--- config.mk ---
export PLATFORM = sky130hd
export DESIGN_NAME = sliced_adder_fsm
export DESIGN_NICKNAME = d
export VERILOG_FILES = /design/src/rtl/sliced_adder_fsm.sv
export SDC_FILE = /design/constraint.sdc
export NUM_CORES = 1
export LEC_CHECK = 0
export ABC_AREA = 0
export BUFFER_PORTS_ARGS = -buffer_cell sky130_fd_sc_hd__buf_4
export CAP_MARGIN = 20
export CELL_PAD_IN_SITES_DETAIL_PLACEMENT = 1
export CELL_PAD_IN_SITES_GLOBAL_PLACEMENT = 1
export CORE_AREA = 2 2 102 74
export DETAILED_ROUTE_END_ITERATION = 8
export DIE_AREA = 0 0 104 76
export PLACE_DENSITY_LB_ADDON = 0.1
export SKIP_LAST_GASP = 1
export SLEW_MARGIN = 20
export SYNTH_ARGS = -nofsm -noshare
export SYNTH_HDL_FRONTEND = slang
export SYNTH_SLANG_ARGS = --single-unit
--- constraint.sdc ---
create_clock -name CLK -period 4.5 [get_ports CLK]
set_clock_uncertainty 0.05 [all_clocks]
set_input_delay 0.225 -clock CLK [delete_from_list [all_inputs] [get_ports CLK]]
set_output_delay 0.225 -clock CLK [all_outputs]
set_load 0.005 [all_outputs]
--- src/rtl/sliced_adder_fsm.sv ---
// sliced_adder_fsm: multi-cycle add/sub, SLICE bits per clock.
// Ports: CLK, rst (sync, high); start/abort/sub/cin, a, b in;
//        busy, done, sum, cout, ovf out (all registered).
module sliced_adder_fsm #(
  parameter int WIDTH = 16,
  parameter int SLICE = 4
) (
  input  logic             CLK,
  input  logic             rst,
  input  logic             start,
  input  logic             abort,
  input  logic             sub,
  input  logic             cin,
  input  logic [WIDTH-1:0] a,
  input  logic [WIDTH-1:0] b,
  output logic             busy,
  output logic             done,
  output logic [WIDTH-1:0] sum,
  output logic             cout,
  output logic             ovf
);

  localparam int NSLICE = WIDTH / SLICE;
  localparam int CW =
    (NSLICE > 1) ? $clog2(NSLICE) : 1;
  localparam logic [CW-1:0] LAST =
    CW'(NSLICE - 1);

  typedef enum logic [1:0] {
    IDLE,
    RUN,
    DONE
  } state_t;

  state_t           state, state_d;
  logic [CW-1:0]    cnt, cnt_d;
  logic [WIDTH-1:0] a_sh, a_d;
  logic [WIDTH-1:0] b_sh, b_d;
  logic [WIDTH-1:0] r_sh, r_d;
  logic             carry, carry_d;
  logic [WIDTH-1:0] sum_d;
  logic             cout_d, ovf_d;
  logic             busy_d, done_d;
  logic             load;

  logic [SLICE:0]   sl;
  logic [WIDTH-1:0] r_nx;
  logic             c_msb;

  assign sl = {1'b0, a_sh[SLICE-1:0]}
            + {1'b0, b_sh[SLICE-1:0]}
            + {{SLICE{1'b0}}, carry};

  // New slice enters at the top; after NSLICE
  // shifts the first slice sits at bit 0.
  assign r_nx = (r_sh >> SLICE)
              | (WIDTH'(sl[SLICE-1:0])
                 << (WIDTH - SLICE));

  // Carry into the slice MSB recovered from
  // its sum bit (equals carry-in when SLICE=1).
  assign c_msb = a_sh[SLICE-1]
               ^ b_sh[SLICE-1]
               ^ sl[SLICE-1];

  always_comb begin
    state_d = state;
    cnt_d   = cnt;
    a_d     = a_sh;
    b_d     = b_sh;
    r_d     = r_sh;
    carry_d = carry;
    sum_d   = sum;
    cout_d  = cout;
    ovf_d   = ovf;
    load    = 1'b0;

    unique case (state)
      IDLE: begin
        if (start) load = 1'b1;
      end
      RUN: begin
        if (abort) begin
          state_d = IDLE;
        end else begin
          a_d     = a_sh >> SLICE;
          b_d     = b_sh >> SLICE;
          r_d     = r_nx;
          carry_d = sl[SLICE];
          cnt_d   = cnt + 1'b1;
          if (cnt == LAST) begin
            sum_d   = r_nx;
            cout_d  = sl[SLICE];
            ovf_d   = c_msb ^ sl[SLICE];
            state_d = DONE;
          end
        end
      end
      DONE: begin
        if (start) load = 1'b1;
        else       state_d = IDLE;
      end
      default: state_d = IDLE;
    endcase

    if (load) begin
      a_d     = a;
      b_d     = sub ? ~b : b;
      carry_d = sub ? 1'b1 : cin;
      cnt_d   = '0;
      state_d = RUN;
    end

    busy_d = (state_d == RUN);
    done_d = (state_d == DONE);
  end

  always_ff @(posedge CLK) begin
    if (rst) begin
      state <= IDLE;
      cnt   <= '0;
      a_sh  <= '0;
      b_sh  <= '0;
      r_sh  <= '0;
      carry <= 1'b0;
      sum   <= '0;
      cout  <= 1'b0;
      ovf   <= 1'b0;
      busy  <= 1'b0;
      done  <= 1'b0;
    end else begin
      state <= state_d;
      cnt   <= cnt_d;
      a_sh  <= a_d;
      b_sh  <= b_d;
      r_sh  <= r_d;
      carry <= carry_d;
      sum   <= sum_d;
      cout  <= cout_d;
      ovf   <= ovf_d;
      busy  <= busy_d;
      done  <= done_d;
    end
  end

endmodule
==> results of run 1 <==
-- kinds of logic after synthesis --
kind of cell / Yosys count / share of synthesized area
flops: 69 / 0.477
fa+ha+maj: 6 / 0.0311
simple gates: 146 / 0.213
xor+xnor: 19 / 0.0575
buf+inv: 32 / 0.0506
mux: 1 / 0.00346
compound gates: 76 / 0.167
-- sequential cells by signal, indices dropped and copies added, names as in the netlist --
register,flops
done,1
cout,1
sum,16
a_sh,16
cnt,2
ovf,1
r_sh,12
state,2
busy,1
carry,1
b_sh,16
-- power by group --
| group | switching, mW | leakage [nW] | internal, mW |
|---|---|---|---|
| registers | 0.0180 | 0.563 | 0.637 |
| logic | 0.0851 | 0.699 | 0.0660 |
| clock network | 0.233 | 0.0943 | 0.269 |
| total | 0.336 | 1.36 | 0.972 |
-- worst register-to-register path, stage by stage (launching register included) --
cell	delay (ns)
dfxtp_1	0.36
nor3b_4	0.18
buf_4	0.42
nand2_1	0.54
nor2_1	0.26
nor3_2	0.05
-- final cells by class --
class                   count  area (µm²)
clock buffers              10         138
clock inverters             6        62.6
fillers                   866        3480
inverters                   4        15.0
multi-input cells         248        1370
flip-flops and latches     69        1380
well taps                  98         123
repair buffers             61         458
-- stage by stage --
| stage | hold slack (ns) | instance area [µm²] | std cells | power, mW |
|---|---|---|---|---|
| CTS | 0.0801 | 3540 | 496 | 1.32 |
| global route | 0.106 | 3540 | 496 | 1.37 |
| floorplan | 0.311 | 2900 | 349 | 0.762 |
| global placement | 0.393 | 3340 | 480 | 0.816 |
| detailed placement | 0.400 | 3340 | 480 | 0.821 |
| finish | 0.0911 | 3540 | 496 | 1.31 |
-- per-layer routing --
layer / routed length (µm) / global-route usage / share of wire / vias to the layer above
met4: 27 / 0.0486 / 0.0037 / 0
met1: 3710 / 0.275 / 0.50 / 1187
met3: 374 / 0.0530 / 0.051 / 2
met5: 0 / 0 / 0 / -
li1: - / - / - / 1256
met2: 3270 / 0.304 / 0.44 / 51
-- how the worst min path moves through the flow --
stage | startpoint | end | slack, ns | cells past startpoint
2_1_floorplan | a[12] | a_sh[12] | 0.31 | 2
3_3_place_gp | r_sh[6] | sum[2] | 0.39 | 2
3_5_place_dp | r_sh[7] | sum[3] | 0.40 | 2
4_1_cts | a[14] | a_sh[14] | 0.08 | 3
5_1_grt | a[14] | a_sh[14] | 0.11 | 3
6_report | a[15] | a_sh[15] | 0.09 | 3
-- cell usage in the layout (no fill, tap or decap), types with 2 or more instances in the layout --
cell type,count
xor2_1,12
nand3_1,10
a21oi_1,45
clkinv_2,2
a311oi_1,13
xnor2_1,7
inv_1,4
dfxtp_1,69
nor2_1,29
fa_1,2
a211oi_2,2
a22oi_1,8
clkbuf_8,10
nor2_2,2
ha_1,4
nor3_1,2
a221oi_1,4
nand2_1,93
buf_4,61
clkinvlp_4,3
nand2b_1,2
o21ai_0,2
==> results.sh, run 1 <==
export IMPL_outcome="complete, no violations"
export IMPL_setup_slack_ns=2.50
export IMPL_wl_per_cell_um=14.9
export IMPL_seq_area_frac_synth=0.477
export IMPL_totalWireLength_um=7370
export IMPL_via_count=2496
export IMPL_antenna_found_initial=0
export IMPL_ys_warn_count=0
export IMPL_ys_types=34
export IMPL_clkSlewWorstSetupHoldPaths_ns=0.08
export IMPL_die_w_um=104
export IMPL_cts_root_buffer="clkbuf_8"
export IMPL_post_cts_setup_buffers=0
export IMPL_worst_path_stages=5
export IMPL_critPathRequiredTime_ns=4.65
export IMPL_path_max_fanout=43
export IMPL_ys_ff_latch=69
export IMPL_grt_util_all_layers=0.197
export IMPL_finalCritPeriodShare=0.443
export IMPL_avgSynthCellArea_um2=8.30
export IMPL_avgViaCountPerCell=5.03
export IMPL_critPathLaunch="state[0]"
export IMPL_finalNetCount=437
export IMPL_max_cap_viol_count=0
export IMPL_start_kind="register"
export IMPL_die_h_um=76
export IMPL_final_util=0.504
export IMPL_finalSetupViolations=0
export IMPL_r2r_end="cout"
export IMPL_cts_resized=0
export IMPL_antenna_left=0
export IMPL_ys_top_cells_by_count="nand2_1 (93), dfxtp_1 (69), a21oi_1 (45)"
export IMPL_initial_core_util=0.412
export IMPL_cts_buffer_depth=2
export IMPL_synth_top_cell_by_area="dfxtp_1"
export IMPL_max_stage_delay_ns=0.53
export IMPL_rrSetupSlack_ns=2.50
export IMPL_powerDensity_nw_per_um2=369
export IMPL_rsz0062_at_grt="no"
export IMPL_crit_chain="nor3b_4 -> buf_4 -> nand2_1 -> nor2_1 -> nor3_2"
export IMPL_hp_class="primary input to register"
export IMPL_drive_gt1_frac=0.214
export IMPL_place_congestion=0.772
export IMPL_dp_hpwl_um=4950
export IMPL_grt_pass1_vias=2561
export IMPL_arrival_ns=2.14
export IMPL_drt_pass1_iter_count=4
export IMPL_clk_latency_ns=0.33
export IMPL_area_growth_pct=22.4
export IMPL_path_class="register to register"
export IMPL_reg2reg_depth=5
export IMPL_antennaDiodeCount=0
export IMPL_slew_headroom=0.451
export IMPL_cts_sinks=69
export IMPL_overflow=0
export IMPL_p_leak_nw=1.36
export IMPL_dp_slack_ns=2.47
export IMPL_fin_crit_ns=2.00
export IMPL_htreeDepth=3
export IMPL_core_um2=7030
export IMPL_endpoint="cout"
export IMPL_drtIter0Drc=89
export IMPL_finalHoldViolations=0
export IMPL_pin_count=58
export IMPL_vdd_ir_drop_max_mv=0.143
export IMPL_critPathSlowestCell="nand2_1"
export IMPL_netlist_area_um2=2900
export IMPL_timing_rr_start="state[0]"
export IMPL_grt_pass1_wl_um=12600
export IMPL_yosysMostFrequentCell="nand2_1"
export IMPL_synth_area_leaders="dfxtp_1 (48%), nand2_1 (12%), a21oi_1 (7.8%), a311oi_1 (3.9%), nor2_1 (3.8%)"
export IMPL_rows=26
export IMPL_fp_dieArea_um2=7900
export IMPL_slew_viol_final=0
export IMPL_syn_num_nets=393
export IMPL_synth_async_reset_ratio=0
export IMPL_crit_buf_inv=1
export IMPL_yosysTopAreaCellShare=0.477
export IMPL_synth_edf_count=0
export IMPL_cts_hold_buf=0
export IMPL_postSynthCellCount=349
export IMPL_cts_tree="built"
export IMPL_cpLargestDelayFamily="simple AND/OR/NAND/NOR gates"
export IMPL_end_kind="register"
export IMPL_synth_ff_type="dfxtp_1"
export IMPL_fin_setup_tns_ns=0
export IMPL_drcViolationCount=0
export IMPL_io_buffers=57
export IMPL_worst_slew_pin_slew_ns=0.820
export IMPL_numCtsBuffers=9
export IMPL_fmax_mhz=501
export IMPL_grt_start_max_net_pins=70
No activity file was read; power rests on OpenSTA's default activity.
==> run 2: changes to the inputs <==
--- a/config.mk
+++ b/config.mk
@@ -10,9 +10,9 @@
 export CAP_MARGIN = 20
 export CELL_PAD_IN_SITES_DETAIL_PLACEMENT = 1
 export CELL_PAD_IN_SITES_GLOBAL_PLACEMENT = 1
-export CORE_AREA = 2 2 102 74
+export CORE_AREA = 2 2 105 77
 export DETAILED_ROUTE_END_ITERATION = 8
-export DIE_AREA = 0 0 104 76
+export DIE_AREA = 0 0 107 79
 export PLACE_DENSITY_LB_ADDON = 0.1
 export SKIP_LAST_GASP = 1
 export SLEW_MARGIN = 20
==> constraint.sdc (replaced) <==
create_clock -name CLK -period 1.9 [get_ports CLK]
set_clock_uncertainty 0.05 [all_clocks]
set_input_delay 0.095 -clock CLK [delete_from_list [all_inputs] [get_ports CLK]]
set_output_delay 0.095 -clock CLK [all_outputs]
set_load 0.005 [all_outputs]
==> run 2 against run 1 <==
  * Clock-buffer cell count increased by 2
  * Global-route usage shrank 0.45 points
  * Setup slack lost 2.4 ns
  * Die area increased by 6.9%
  * Critical endpoint is now ovf
  * Utilization shrank 0.37 points
  * Wire length is 1.1% higher
==> results.sh, run 2 (synthesis gave the netlist of run 1 again) <==
export IMPL_dp_hpwl_um=4900
export IMPL_rsz0062_at_grt="no"
export IMPL_overflow=0
export IMPL_worst_slew_pin_slew_ns=0.976
export IMPL_place_congestion=0.770
export IMPL_wl_per_cell_um=14.4
export IMPL_critPathRequiredTime_ns=2.05
export IMPL_htreeDepth=3
export IMPL_p_clk_frac=0.389
export IMPL_cts_buffer_depth=2
export IMPL_grt_util_all_layers=0.192
export IMPL_place_inst=487
export IMPL_p_comb_frac=0.126
export IMPL_hp_class="primary input to register"
export IMPL_rows=27
export IMPL_fp_dieArea_um2=8450
export IMPL_path_class="register to register"
export IMPL_totalWireLength_um=7460
export IMPL_post_cts_setup_buffers=0
export IMPL_layout_common_cells="nand2_1 (93), dfxtp_1 (67), buf_4 (64), a21oi_1 (44), nor2_1 (29)"
export IMPL_hold_depth=3
export IMPL_timing_rr_start="carry"
export IMPL_fmax_mhz=560
export IMPL_clkSlewWorstSetupHoldPaths_ns=0.07
export IMPL_pin_count=58
export IMPL_via_count=2561
export IMPL_max_stage_delay_ns=0.41
export IMPL_max_cap_viol_count=0
export IMPL_critPathSlowestCell="fa_1"
export IMPL_finalNetCount=456
export IMPL_outcome="complete, no violations"
export IMPL_top_usage_layer="met2"
export IMPL_antennaDiodeCount=0
export IMPL_finalHoldViolations=0
export IMPL_globalRouteMet2Util=0.292
export IMPL_p_int_mw=2.40
export IMPL_top_regs="a_sh: 16 flops, b_sh: 16 flops, sum: 16 flops"
export IMPL_grt_pass1_wl_um=12800
export IMPL_drive_gt1_frac=0.223
export IMPL_slew_viol_final=0
export IMPL_cts_tree="built"
export IMPL_fin_crit_ns=1.79
export IMPL_numCtsBuffers=9
export IMPL_fillers=902
export IMPL_die_w_um=107
export IMPL_end_kind="register"
export IMPL_antenna_left=0
export IMPL_grt_start_max_net_pins=70
export IMPL_core_um2=7530
export IMPL_design_area_um2=3770
export IMPL_powerDensity_nw_per_um2=846
export IMPL_crit_chain="fa_1 -> inv_1 -> fa_1 -> nand2b_4 -> a21oi_4 -> xnor2_1 -> a211oi_2"
export IMPL_io_buffers=57
export IMPL_finalSetupViolations=0
export IMPL_rrSetupSlack_ns=0.11
export IMPL_vdd_ir_drop_max_mv=0.333
export IMPL_holdPathEnd="a_sh[1]"
export IMPL_drt_pass1_iter_count=4
export IMPL_grt_pass1_vias=2578
export IMPL_p_leak_nw=1.47
export IMPL_start_kind="register"
export IMPL_clk_latency_ns=0.34
export IMPL_grtUsageMet1=0.266
export IMPL_finalCritPeriodShare=0.940
export IMPL_drcViolationCount=0
export IMPL_arrival_ns=1.93
export IMPL_crit_top_cell="fa_1"
export IMPL_cts_sinks=69
export IMPL_slew_headroom=0.347
export IMPL_drtIter0Drc=100
export IMPL_p_sw_mw=0.789
export IMPL_initial_core_util=0.384
export IMPL_swShare=0.247
export IMPL_final_cell_count_no_fill=518
export IMPL_min_from="a[1]"
export IMPL_antenna_found_initial=0
export IMPL_area_growth_pct=30.3
export IMPL_die_h_um=79
export IMPL_final_common_cell="nand2_1"
export IMPL_reg2reg_depth=7
export IMPL_r2r_end="ovf"
export IMPL_power_total_mw=3.19
export IMPL_place_area_um2=3390
export IMPL_path_max_fanout=3
export IMPL_cts_root_buffer="clkbuf_8"
export IMPL_avgViaCountPerCell=4.94
export IMPL_pwr_share_seq=0.485
export IMPL_grt_use_met3=0.0616
[run 2: how the worst max path moves through the flow]
stage               startpoint  endpoint  cells past startpoint
finish                   carry       ovf                      7
global route             carry       ovf                      7
CTS                    a_sh[0]       ovf                      7
detailed placement     a_sh[0]       ovf                      7
global placement       a_sh[0]       ovf                      7
floorplan              a_sh[0]       ovf                      7
[run 2: what timing repair did]
item,in CTS,in global routing
pin swaps,0,1
hold endpoints to repair,15,0
gates cloned,0,0
hold buffers,15,0
gates resized for setup,1,4
endpoints found under the setup margin,2,3
[run 2: power groups by stage]
stage          combinational (mW)  sequential [mW]  clock (mW)
2_1_floorplan               0.236             1.57           0
3_3_place_gp                0.364             1.58           0
3_5_place_dp                0.371             1.58           0
4_1_cts                     0.400             1.55        1.28
5_1_grt                     0.449             1.56        1.36
6_report                    0.403             1.55        1.24
[run 2: final cells by class]
| type | count | area [µm²] | area share |
|---|---|---|---|
| flip-flops and latches | 69 | 1380 | 0.367 |
| repair buffers | 80 | 651 | 0.172 |
| clock buffers | 12 | 165 | 0.0438 |
| multi-input cells | 248 | 1390 | 0.367 |
| clock inverters | 4 | 45.0 | 0.0119 |
| well taps | 101 | 126 | 0.0335 |
| inverters | 4 | 15.0 | 0.00398 |
[run 2: metal layers]
| metal | share of wire | wire (µm) | up-vias |
|---|---|---|---|
| li1 | - | - | 1297 |
| met1 | 0.51 | 3770 | 1215 |
| met2 | 0.45 | 3340 | 43 |
| met3 | 0.037 | 274 | 6 |
| met4 | 0.0087 | 65 | 0 |
| met5 | 0 | 0 | - |
[run 2: stage by stage]
step / hold slack [ns] / setup TNS, ns / setup slack (ns) / util
2_1_floorplan: 0.181 / 0 / 0.176 / -
3_3_place_gp: 0.297 / 0 / 0.0775 / 0.450
3_5_place_dp: 0.306 / -0.0137 / -0.0137 / 0.450
4_1_cts: 0.000288 / 0 / 0.0412 / 0.498
5_1_grt: 0.00607 / 0 / 0.00511 / 0.501
6_report: 0.0106 / 0 / 0.114 / 0.501
[run 2: critical path: cells and delay by family, from the launching register on]
| kind | cells | cell delay (ns) |
|---|---|---|
| XOR/XNOR | 1 | 0.15 |
| flip-flops | 1 | 0.35 |
| adder cells (fa/ha/maj) | 2 | 0.61 |
| AO/OA/AOI/OAI | 2 | 0.26 |
| buffers and inverters | 1 | 0.06 |
| AND/OR/NAND/NOR | 1 | 0.17 |
